===== src/rtl/control_pipe_pkg.sv =====
// Shared widths, control-word field positions and stage-register type for control_pipe.
package control_pipe_pkg;

    localparam int CW_W = 10;
    localparam int RA_W = 5;

    localparam int CW_PCSEL_HI = 9;
    localparam int CW_PCSEL_LO = 8;
    localparam int CW_ORIGALU  = 7;
    localparam int CW_ALUOP_HI = 6;
    localparam int CW_ALUOP_LO = 4;
    localparam int CW_MEMWRITE = 3;
    localparam int CW_MEMREAD  = 2;
    localparam int CW_REGWRITE = 1;
    localparam int CW_MEMTOREG = 0;

    localparam logic [1:0] PC4   = 2'b00;
    localparam logic [1:0] PCBEQ = 2'b01;
    localparam logic [1:0] PCIMM = 2'b10;

    localparam logic [CW_W-1:0] CTRL_BUBBLE = '0;

    typedef struct packed {
        logic [CW_W-1:0] cw;
        logic [RA_W-1:0] rd;
    } stage_t;

    localparam stage_t STAGE_BUBBLE = '{cw: CTRL_BUBBLE, rd: '0};

endpackage


===== src/rtl/control_pipe_stage_reg.sv =====
// One pipeline stage of control word plus rd: async clear, synchronous bubble load.
module ctrl_stage_reg
    import control_pipe_pkg::*;
(
    input  logic   clk_i,
    input  logic   rst_n_i,
    input  logic   bubble_i,
    input  stage_t data_i,
    output stage_t data_o
);

    stage_t stage_d;
    stage_t stage_q;

    assign stage_d = bubble_i ? STAGE_BUBBLE : data_i;

    always_ff @(posedge clk_i or negedge rst_n_i) begin
        if (!rst_n_i) begin
            stage_q <= STAGE_BUBBLE;
        end else begin
            stage_q <= stage_d;
        end
    end

    assign data_o = stage_q;

endmodule


===== src/rtl/control_pipe.sv =====
// ID/EX, EX/MEM, MEM/WB control pipeline with redirect flush.
// Optional load-use stall detection is built when CTRL_PIPE_LOADUSE_EN is defined.
module control_pipe
    import control_pipe_pkg::*;
(
    input  logic            iCLK,
    input  logic            iRST_n,
    input  logic [CW_W-1:0] iControl,
    input  logic            iValid,
    input  logic [RA_W-1:0] iRs1,
    input  logic [RA_W-1:0] iRs2,
    input  logic [RA_W-1:0] iRd,
    input  logic            iRedirect,
    output logic            oStall,
    output logic            oFlushIFID,
    output logic [1:0]      oExPcSel,
    output logic            oExOrigAlu,
    output logic [2:0]      oExAluOp,
    output logic            oMemWrite,
    output logic            oMemRead,
    output logic            oWbRegWrite,
    output logic            oWbMemtoReg,
    output logic [RA_W-1:0] oWbRd
);

    stage_t idex_d;
    stage_t idex_q;
    stage_t exmem_q;
    stage_t memwb_q;
    logic   idex_bubble;
    logic   stall;

`ifdef CTRL_PIPE_LOADUSE_EN
    logic rd_match;

    // Both sources are compared even if the instruction ignores them.
    assign rd_match = (idex_q.rd == iRs1) || (idex_q.rd == iRs2);
    assign stall    = idex_q.cw[CW_MEMREAD] & idex_q.cw[CW_REGWRITE]
                    & (idex_q.rd != '0) & rd_match & iValid;
`else
    logic unused_srcs;

    assign unused_srcs = ^{iRs1, iRs2, idex_q.rd};
    assign stall       = 1'b0;
`endif

    assign idex_d      = '{cw: iControl, rd: iRd};
    assign idex_bubble = iRedirect | stall | ~iValid;

    ctrl_stage_reg u_idex (
        .clk_i    (iCLK),
        .rst_n_i  (iRST_n),
        .bubble_i (idex_bubble),
        .data_i   (idex_d),
        .data_o   (idex_q)
    );

    ctrl_stage_reg u_exmem (
        .clk_i    (iCLK),
        .rst_n_i  (iRST_n),
        .bubble_i (1'b0),
        .data_i   (idex_q),
        .data_o   (exmem_q)
    );

    ctrl_stage_reg u_memwb (
        .clk_i    (iCLK),
        .rst_n_i  (iRST_n),
        .bubble_i (1'b0),
        .data_i   (exmem_q),
        .data_o   (memwb_q)
    );

    logic unused_fields;
    assign unused_fields = ^{exmem_q.cw[CW_PCSEL_HI:CW_ALUOP_LO], exmem_q.cw[CW_REGWRITE:CW_MEMTOREG],
                             exmem_q.rd, memwb_q.cw[CW_PCSEL_HI:CW_MEMREAD]};

    assign oStall      = stall;
    assign oFlushIFID  = iRedirect;
    assign oExPcSel    = idex_q.cw[CW_PCSEL_HI:CW_PCSEL_LO];
    assign oExOrigAlu  = idex_q.cw[CW_ORIGALU];
    assign oExAluOp    = idex_q.cw[CW_ALUOP_HI:CW_ALUOP_LO];
    assign oMemWrite   = exmem_q.cw[CW_MEMWRITE];
    assign oMemRead    = exmem_q.cw[CW_MEMREAD];
    assign oWbRegWrite = memwb_q.cw[CW_REGWRITE];
    assign oWbMemtoReg = memwb_q.cw[CW_MEMTOREG];
    assign oWbRd       = memwb_q.rd;

endmodule


===== config.mk =====
export PLATFORM = sky130hd
export DESIGN_NAME = control_pipe
export DESIGN_NICKNAME = d
export VERILOG_FILES = /design/src/rtl/control_pipe_pkg.sv /design/src/rtl/control_pipe_stage_reg.sv /design/src/rtl/control_pipe.sv
export SDC_FILE = /design/constraint.sdc
export NUM_CORES = 1
export LEC_CHECK = 0
export CORE_ASPECT_RATIO = 0.8
export CORE_MARGIN = 4
export CORE_UTILIZATION = 39
export CTS_CLUSTER_SIZE = 28
export DETAILED_ROUTE_END_ITERATION = 16
export PLACE_DENSITY = 0.86
export SYNTH_ARGS = -nofsm -noshare
export SYNTH_HDL_FRONTEND = slang
export SYNTH_SLANG_ARGS = --single-unit

===== constraint.sdc =====
create_clock -name iCLK -period 0.8 [get_ports iCLK]
set_input_delay 0.16 -clock iCLK [delete_from_list [all_inputs] [get_ports iCLK]]
set_output_delay 0.16 -clock iCLK [all_outputs]
set_load 0.005 [all_outputs]

* Yosys cells after proc, flatten, opt, wreduce, memory -nomap -nowiden
Index checks and enable logic that the tools add are counted.
Storage, ports and cells: register bits after elaboration 31, bits of input ports 29, output and inout port bits 17, word-level logic and storage cells 9
Cells by class: multiplexer cells 1, bitwise operators 2
Operators with widths (number):
- 2-to-1 mux 15 bit | 1
- inverter 1 bit | 1
- bitwise OR 1 bit | 1

* Logic depth before layout (Yosys ltp)
depth after elaboration 3, gate-level depth with buffers 2, mapped depth without buffers 1

* Cells and area by module
A second synthesis with hierarchy kept.
Second synthesis, totals: cells, all modules 97, area, all modules 1549.0 um2
Modules (own cells, without submodules):
- ctrl_stage_reg | times used 3, cells each 31, area an instance 508.0 um2
- control_pipe | times used 1, cells each 4, area an instance 25.0 um2

* Worst setup path before layout
No wires, ideal clock.
kind reg-to-output, start point register u_idex.stage_q (netlist bit u_idex.data_o[9]), end point output port oExAluOp[0], arrival time 458 ps, required time 640 ps, setup slack 182 ps, cell stages (with the launch flop) 2, cells stage by stage dfrtp_1 buf_4
RTL lines:
- from (decl) | line control_pipe_stage_reg.sv:13 | stage_t stage_q;
- from (signal assigned) | line control_pipe_stage_reg.sv:21 | stage_q <= stage_d;
- to (decl) | line control_pipe.sv:18 | output logic [2:0] oExAluOp,
No word-level cell between the ends.

* Final worst setup path
start point register u_idex.stage_q (netlist bit u_idex.data_o[10]), end point output port oExAluOp[1]
No word-level cell between the ends.

==> flow_summary.json <==
{
  "status": "complete, but fails checks",
  "violations": "negative setup slack",
  "p_leak_nw": 0.727,
  "seq_area_frac_synth_pct": 78.5,
  "drt-met1-wl_um": 459,
  "cts_setup_buffers": 0,
  "wl_mm": 1.44,
  "dp_cells": 119,
  "vdd_drop_max_mv": 0.881,
  "synth.distinct_cells": 6,
  "cts.path.max_buffers": 2,
  "grt-ovfl-total": 0,
  "firstDrtPassIters": 3,
  "synth_area_leaders": "dfrtp_1 (78%), and3b_1 (8.9%), buf_4 (6.1%), and3b_2 (5.1%), buf_6 (1.1%)",
  "hpwlAfterDp_mm": 1.04,
  "ff_latch_area_um2": 776,
  "fp.dieW_um": 64.3,
  "period_share_pct": 121,
  "ant_nets": 0,
  "worstPathCellList": "buf_2",
  "post-route-min-period_ps": 968,
  "clkTransAtPathRegs_ps": 80,
  "antenna_found_initial": 0,
  "io_buffers": 34,
  "clock_sinks": 31,
  "finalNonFillerCells": 126,
  "cts_inserted_buffers": 5,
  "cts_hold_buf": 0,
  "endpoint_kind": "output port",
  "setup_tns_ps": -2320,
  "grt_max_degree": 32,
  "path_buf_inv": 1,
  "met3WireLength_um": 188,
  "grt_setup_unrepaired": "yes",
  "fmax_mhz": 1030,
  "gp_congestion": 0.632,
  "pin_count": 46,
  "critPathSlowestCell": "dfrtp_1",
  "drt_iter0_drc": 10,
  "initial_core_util_pct": 40.5,
  "cts_root_buffer": "clkbuf_4",
  "dp_slack_ps": -489,
  "hold_viol": 0,
  "syn_area_per_cell_um2": 17.7,
  "finalClockSkew_ps": 2.51,
  "finalSetupViolations": 15,
  "r2r_setup_slack_ps": 320,
  "core-area_um2": 2440,
  "clock_latency_ps": 310,
  "cp.arrival_ps": 810,
  "report.final.slew_viol_count": 0,
  "synthesis.instances": 56,
  "p_per_area_nw_per_um2": 2070,
  "first_global_vias": 586,
  "route.detailed.drc": 0,
  "cap_violations": 0,
  "crit_type": "flop to output port",
  "start_kind": "flop",
  "viasPerCell": 4.16,
  "via_count": 524,
  "row_count": 16,
  "fin_nets": 119,
  "hp-class": "input port to asynchronous set/reset pin",
  "setup_ws_ps": -168,
  "cp.required_ps": 640,
  "multiInputGateArea_um2": 141,
  "highest_layer": "met4",
  "path_max_fanout": 1,
  "drive_gt1_share_pct": 33.3,
  "grt_use_total_pct": 10.2,
  "yosys.area.top_type_share_pct": 78.5,
  "total_power_mw": 2.70,
  "ys_ff_latch": 31,
  "cts_tree": "yes",
  "antennaDiodeCount": 0,
  "die_y_um": 53.0,
  "synth_warnings": 0,
  "fill_cells": 227,
  "grt_pass1_wl_mm": 2.41,
  "synth_top_area_cell": "dfrtp_1",
  "htree_levels": 2,
  "syn_area_um2": 988,
  "synthToLayoutAreaGrowth_pct": 31.9,
  "slowest_delay_ps": 370,
  "wl_per_cell_um": 11.4,
  "routed-wl-met2_um": 776,
  "crit_family": "flip-flops",
  "post-route-util_pct": 53.4,
  "synth_fp_nets": 85,
  "die_area_um2": 3410
}
cell usage after synthesis, drive strengths merged:
cell	n
buf	9
dfrtp	31
conb	1
and3b	15
cell type report:
type | count | share of cell area (%)
clock buffer | 6 | 3.93
sequential | 31 | 59.5
timing repair buffer | 36 | 21.9
tap | 36 | 3.45
clock inverter | 1 | 0.384
multi-input combinational | 16 | 10.8
final timing paths:
check	endpoint	depth (start not counted)	from
worst max-delay path	oExAluOp[1]	1	u_idex.data_o[10]$_DFF_PN0_
worst min-delay path	u_memwb.data_o[5]$_DFF_PN0_	2	iRST_n
worst max register to register	u_exmem.data_o[8]$_DFF_PN0_	0	u_idex.data_o[8]$_DFF_PN0_
worst min register to register	u_exmem.data_o[3]$_DFF_PN0_	0	u_idex.data_o[3]$_DFF_PN0_
max in group asynchronous	u_idex.data_o[9]$_DFF_PN0_	2	iRST_n
min in group iCLK	u_exmem.data_o[3]$_DFF_PN0_	0	u_idex.data_o[3]$_DFF_PN0_
through the flow:
step	hold slack, ps	area, um^2
global route	221	1300
finish	212	1300
global placement	333	1330
CTS	200	1300
floorplan	-136	988
detailed placement	335	1330
registers in the layout (all words and copies together) (netlist names):
| name | flops |
|---|---|
| u_exmem.data_o | 9 |
| u_idex.data_o | 15 |
| u_memwb.data_o | 7 |
power breakdown:
group / internal [mW] / switching (mW) / total [mW]
clock network: 0.406 / 0.454 / 0.860
registers: 1.62 / 0.0131 / 1.64
logic: 0.129 / 0.0762 / 0.206
cell usage in the layout (no fill, tap or decap):
cell type and instances:
and3b_1 10, and3b_2 5, buf_12 1, buf_2 16, buf_4 1, clkbuf_4 5
clkbuf_8 1, clkdlybuf4s50_1 16, clkinv_2 1, conb_1 1, dfrtp_1 31, dlygate4sd2_1 2
logic make-up (layout without fill, tap and decap cells):
family,after synthesis,after routing,synth area share (%)
other,1,1,0.379
buffers and inverters,9,43,7.22
and+or+nand+nor,15,15,13.9
DFF,31,31,78.5
metal layers:
metal / up-vias / track usage, %
li1: 241 / -
met1: 254 / 8.23
met2: 26 / 18.5
met3: 3 / 5.73
met4: 0 / 7.37
met5: - / 0
repair_timing:
item | in CTS | in global routing
cloned | 0 | 0
pin swaps | 0 | 0
gates resized for setup | 66 | 0
endpoints found under the setup margin | 31 | 15
(Power assumes the default switching activity.)
